`src/rtl/ascon_pkg.sv`:
```
// Shared types, constants and helpers for the iterative Ascon permutation.
package ascon_pkg;

    typedef logic [63:0] word_t;

    typedef struct packed {
        word_t x0;
        word_t x1;
        word_t x2;
        word_t x3;
        word_t x4;
    } ascon_state_t;

    typedef enum logic {
        S_IDLE = 1'b0,
        S_RUN  = 1'b1
    } fsm_t;

    localparam logic [3:0] ROUNDS_P6    = 4'd6;
    localparam logic [3:0] ROUNDS_P8    = 4'd8;
    localparam logic [3:0] ROUNDS_P12   = 4'd12;
    localparam logic [3:0] ROUNDS_TOTAL = 4'd12;

    localparam logic [1:0] RND_SEL_P6  = 2'b00;
    localparam logic [1:0] RND_SEL_P8  = 2'b01;
    localparam logic [1:0] RND_SEL_P12 = 2'b10;
    localparam logic [1:0] RND_SEL_RSV = 2'b11;

    localparam int unsigned ROT_X0_M = 19;
    localparam int unsigned ROT_X0_N = 28;
    localparam int unsigned ROT_X1_M = 61;
    localparam int unsigned ROT_X1_N = 39;
    localparam int unsigned ROT_X2_M = 1;
    localparam int unsigned ROT_X2_N = 6;
    localparam int unsigned ROT_X3_M = 10;
    localparam int unsigned ROT_X3_N = 17;
    localparam int unsigned ROT_X4_M = 7;
    localparam int unsigned ROT_X4_N = 41;

    function automatic word_t rc(input logic [3:0] r);
        return {56'b0, 4'hF - r, r};
    endfunction

    function automatic word_t rotr(input word_t x, input int unsigned n);
        return (x >> n) | (x << (64 - n));
    endfunction

    // pa always ends on round 11, so the first index is 12 - a.
    function automatic logic [3:0] first_round(input logic [1:0] sel);
        case (sel)
            RND_SEL_P6:              return ROUNDS_TOTAL - ROUNDS_P6;
            RND_SEL_P8:              return ROUNDS_TOTAL - ROUNDS_P8;
            RND_SEL_P12, RND_SEL_RSV: return ROUNDS_TOTAL - ROUNDS_P12;
            default:                 return ROUNDS_TOTAL - ROUNDS_P12;
        endcase
    endfunction

endpackage

```
`src/rtl/ascon_permutation_iter_round.sv`:
```
// One combinational Ascon round: constant addition, bitsliced s-box, linear layer.
module ascon_round
    import ascon_pkg::*;
(
    input  ascon_state_t st_i,
    input  logic [3:0]   rnd,
    output ascon_state_t st_o
);

    word_t a0, a1, a2, a3, a4;
    word_t b0, b1, b2, b3, b4;
    word_t s0, s1, s2, s3, s4;

    // Constant addition folded into the s-box input mixing on x2.
    assign a0 = st_i.x0 ^ st_i.x4;
    assign a1 = st_i.x1;
    assign a2 = st_i.x2 ^ rc(rnd) ^ st_i.x1;
    assign a3 = st_i.x3;
    assign a4 = st_i.x4 ^ st_i.x3;

    assign b0 = a0 ^ (~a1 & a2);
    assign b1 = a1 ^ (~a2 & a3);
    assign b2 = a2 ^ (~a3 & a4);
    assign b3 = a3 ^ (~a4 & a0);
    assign b4 = a4 ^ (~a0 & a1);

    assign s0 = b0 ^ b4;
    assign s1 = b1 ^ b0;
    assign s2 = ~b2;
    assign s3 = b3 ^ b2;
    assign s4 = b4;

    assign st_o.x0 = s0 ^ rotr(s0, ROT_X0_M) ^ rotr(s0, ROT_X0_N);
    assign st_o.x1 = s1 ^ rotr(s1, ROT_X1_M) ^ rotr(s1, ROT_X1_N);
    assign st_o.x2 = s2 ^ rotr(s2, ROT_X2_M) ^ rotr(s2, ROT_X2_N);
    assign st_o.x3 = s3 ^ rotr(s3, ROT_X3_M) ^ rotr(s3, ROT_X3_N);
    assign st_o.x4 = s4 ^ rotr(s4, ROT_X4_M) ^ rotr(s4, ROT_X4_N);

endmodule

```
`src/rtl/ascon_permutation_iter.sv`:
```
// Iterative Ascon p^a engine (a = 6/8/12), UNROLL rounds per clock, start/done handshake.
// Optional synchronous cancel input enabled by defining ASCON_PERM_ABORT_EN.
//
//   state  | meaning
//   S_IDLE | waiting for start; x*_o holds last result (or 0 after reset/abort)
//   S_RUN  | applying UNROLL rounds per clock until round index reaches 12
module ascon_permutation_iter
    import ascon_pkg::*;
#(
    parameter int UNROLL = 1
) (
    input  logic        clk,
    input  logic        rst_n,
    input  logic        start,
    input  logic [1:0]  rnd_sel,
    input  logic [63:0] x0_i,
    input  logic [63:0] x1_i,
    input  logic [63:0] x2_i,
    input  logic [63:0] x3_i,
    input  logic [63:0] x4_i,
`ifdef ASCON_PERM_ABORT_EN
    input  logic        abort,
`endif
    output logic [63:0] x0_o,
    output logic [63:0] x1_o,
    output logic [63:0] x2_o,
    output logic [63:0] x3_o,
    output logic [63:0] x4_o,
    output logic        busy,
    output logic        done
);

    if (UNROLL != 1 && UNROLL != 2) begin : g_bad_unroll
        $error("ascon_permutation_iter: UNROLL must be 1 or 2");
    end

    fsm_t         fsm_q, fsm_d;
    logic [3:0]   r_q, r_d;
    ascon_state_t st_q, st_d;
    logic         done_q, done_d;
    ascon_state_t chain [UNROLL+1];

    assign chain[0] = st_q;

    for (genvar k = 0; k < UNROLL; k++) begin : g_round
        ascon_round u_round (
            .st_i (chain[k]),
            .rnd  (r_q + 4'(k)),
            .st_o (chain[k+1])
        );
    end

    always_ff @(posedge clk or negedge rst_n) begin
        if (!rst_n) begin
            fsm_q  <= S_IDLE;
            r_q    <= 4'd0;
            st_q   <= '0;
            done_q <= 1'b0;
        end else begin
            fsm_q  <= fsm_d;
            r_q    <= r_d;
            st_q   <= st_d;
            done_q <= done_d;
        end
    end

    always_comb begin
        fsm_d  = fsm_q;
        r_d    = r_q;
        st_d   = st_q;
        done_d = 1'b0;
        case (fsm_q)
            S_IDLE: begin
                if (start) begin
                    st_d  = '{x0: x0_i, x1: x1_i, x2: x2_i, x3: x3_i, x4: x4_i};
                    r_d   = first_round(rnd_sel);
                    fsm_d = S_RUN;
                end
            end
            S_RUN: begin
`ifdef ASCON_PERM_ABORT_EN
                if (abort) begin
                    st_d  = '0;
                    fsm_d = S_IDLE;
                end else
`endif
                begin
                    st_d = chain[UNROLL];
                    r_d  = r_q + 4'(UNROLL);
                    if (r_d == ROUNDS_TOTAL) begin
                        fsm_d  = S_IDLE;
                        done_d = 1'b1;
                    end
                end
            end
            default: fsm_d = S_IDLE;
        endcase
    end

    assign busy = (fsm_q == S_RUN);
    assign done = done_q;
    assign x0_o = st_q.x0;
    assign x1_o = st_q.x1;
    assign x2_o = st_q.x2;
    assign x3_o = st_q.x3;
    assign x4_o = st_q.x4;

endmodule

```
`config.mk`:
```
export PLATFORM = sky130hd
export DESIGN_NAME = ascon_permutation_iter
export DESIGN_NICKNAME = d
export VERILOG_FILES = /design/src/rtl/ascon_pkg.sv /design/src/rtl/ascon_permutation_iter_round.sv /design/src/rtl/ascon_permutation_iter.sv
export SDC_FILE = /design/constraint.sdc
export NUM_CORES = 1
export LEC_CHECK = 0
export BUFFER_PORTS_ARGS = -buffer_cell sky130_fd_sc_hd__buf_2
export CORE_ASPECT_RATIO = 0.8
export CORE_MARGIN = 2
export CORE_UTILIZATION = 45
export DETAILED_ROUTE_END_ITERATION = 10
export PLACE_DENSITY = 0.69
export SKIP_LAST_GASP = 1
export SLEW_MARGIN = 25
export SYNTH_ARGS = -nofsm -noshare
export SYNTH_HDL_FRONTEND = slang
export SYNTH_SLANG_ARGS = --single-unit
```
`constraint.sdc`:
```
create_clock -name clk -period 2.6 [get_ports clk]
set_input_delay 0.52 -clock clk [delete_from_list [all_inputs] [get_ports clk]]
set_output_delay 0.52 -clock clk [all_outputs]
set_load 0.05 [all_outputs]
```
==> flow_summary.json <==
{
  "dp_hpwl_mm": 123,
  "clk_latency_ns": 0.59,
  "netlist_top_cells_count": "415 x xnor2_1, 326 x dfrtp_1, 285 x nor2_1",
  "cts_buffer_depth": 3,
  "ios": 647,
  "post_cts_buffers": 0,
  "cts_resized": 0,
  "synth.cell_area_mm2": 0.0300,
  "ys_warn_count": 0,
  "ys_seq_elements": 326,
  "ant_nets": 0,
  "syn_avg_cell_area_um2": 10.1,
  "finalHoldViolations": 0,
  "htreeDepth": 2,
  "start_util": 0.456,
  "dieArea_mm2": 0.0688,
  "max_freq_mhz": 398,
  "seq_area_frac_synth": 0.272,
  "first_pass_iters": 6,
  "cp.required_ns": 3.10,
  "fin_crit_ns": 2.51,
  "skew_ns": 0.0243,
  "numCtsBuffers": 40,
  "relSlewSlack": 0.417,
  "fin_nets": 4409,
  "drive_gt1_frac": 0.283,
  "area_growth_syn_to_layout_pct": 28.5,
  "vias_per_cell": 5.74,
  "final-seq-area_mm2": 0.00816,
  "cts_hold_buf": 1,
  "grt_setup_unrepaired": "false",
  "path_class": "flop to flop",
  "worstMarginPinSlew_ns": 0.869,
  "hp-class": "primary input to flop",
  "slew_viol_final": 0,
  "synth_ff_type": "dfrtp_1",
  "rows": 84,
  "cp-end-kind": "flop",
  "status": "completed",
  "synth_most_common_cell": "xnor2_1",
  "setup-tns-final_ns": 0,
  "crit_path_start_kind": "flop",
  "post-route-period-util": 0.966,
  "grt_first_pass_wirelength_mm": 203,
  "worstPathArrival_ns": 3.01,
  "wire_per_inst_um": 30.4,
  "synthCells": 2969,
  "cp_max_fo": 5,
  "io_buffers": 646,
  "drv_cap": 0,
  "gp_congestion": 1.11,
  "syn_nets": 3424,
  "grt_max_degree": 91,
  "grt_antenna_before_repair": 10,
  "drc": 0,
  "die_w_um": 293,
  "multi_input_area_mm2": 0.0208,
  "drt-total-wl_mm": 147,
  "synth.top_cell.area_share": 0.272,
  "async_flop_share": 1.00,
  "num_vias": 27800,
  "synth_area_leaders": "dfrtp_1 27%, xnor3_1 19%, xnor2_1 12%",
  "synth_largest_area_cell": "dfrtp_1",
  "synth_edf_count": 0,
  "drtIter0Drc": 3282,
  "clk_pin_slew_ns": 0.06,
  "cts.sinks": 326,
  "groute.usage.overall": 0.421,
  "cts_tree": "yes",
  "overflow": 0,
  "grt_pass1_vias": 26400,
  "setup_violations": 0,
  "ctsRootBufferMaster": "clkbuf_16",
  "die_h_um": 235,
  "num-fill-cells": 5815,
  "design.core.area_mm2": 0.0659,
  "ys_types": 25
}
-- layout make-up --
class / count / area share
inverter: 160 / 0.0156
clock inverter: 5 / 0.00269
clock buffer: 62 / 0.0310
multi-input combinational: 2355 / 0.539
timing repair buffer: 1071 / 0.173
antenna: 4 / 0.000259
tap: 860 / 0.0279
sequential: 326 / 0.211
-- state kept, by name, indices dropped and copies added (netlist names) --
signal  flops
busy        1
done        1
r_q         4
x1_o       64
x0_o       64
x3_o       64
x2_o       64
x4_o       64
-- through the flow --
stage	setup WS, ns	cells	instance area, µm²	utilization	hold WS (ns)
global placement	0.180	4771	37300	0.566	0.563
global route	0.116	4839	38600	0.586	0.214
detailed placement	0.179	4771	37300	0.566	0.552
CTS	0.158	4839	38600	0.586	0.195
floorplan	0.146	2969	30000	-	0.224
finish	0.0895	4843	38600	0.586	0.211
-- cells in the final DEF, fill, tap and decap left out, types with 2 or more instances in the layout --
cell,n
nor2_1,285
dfrtp_1,325
buf_8,2
clkbuf_1,12
bufinv_16,3
maj3_1,32
a21oi_1,213
xor3_1,7
diode_2,4
clkbuf_16,41
buf_12,17
a21o_1,26
xor2_1,228
clkbuf_8,9
buf_2,644
xnor3_1,251
xnor2_1,415
inv_1,160
buf_4,407
nand2_1,163
mux2i_1,149
ha_1,130
a211oi_1,208
o21ai_0,146
nor2b_1,96
-- final timing paths --
check	slack (ns)	cells after the start	from	end
worst max-delay path	0.09	6	x1_o[25]	x0_o[6]
worst min-delay path	0.21	3	x0_i[19]	x0_o[19]
worst max register to register	0.09	6	x1_o[25]	x0_o[6]
worst min register to register	0.63	2	x2_o[19]	x2_o[19]
max in group asynchronous	1.30	3	rst_n	x2_o[24]
min in group asynchronous	0.54	2	rst_n	x1_o[56]
-- layer usage --
metal,vias up,track usage,share of wire
met1,13700,0.562,0.39
met4,14,0.175,0.049
met3,315,0.139,0.13
li1,12100,-,-
met5,-,0,0.00058
met2,1725,0.628,0.43
-- critical path, cell delays in order (launching register included) --
cell	delay (ns)
dfrtp_1	0.53
inv_1	0.11
ha_1	0.25
xnor2_1	0.14
xnor2_1	0.61
xnor3_1	0.60
a21oi_1	0.17
-- logic make-up (layout without fill, tap and decap cells) --
group	Yosys count	after routing	synth area share
other	0	4	0
AOI/OAI and AO/OA	593	593	0.118
buffers and inverters	288	1298	0.0362
xor gates and xnor gates	903	903	0.383
DFF	326	326	0.272
muxes	149	149	0.0497
adders and majority gates	162	162	0.0648
and+or+nand+nor	548	548	0.0768
Power is left out: the tool's default activity adds up to more than one toggle a clock period on the data nets, which glitch-free logic cannot reach.
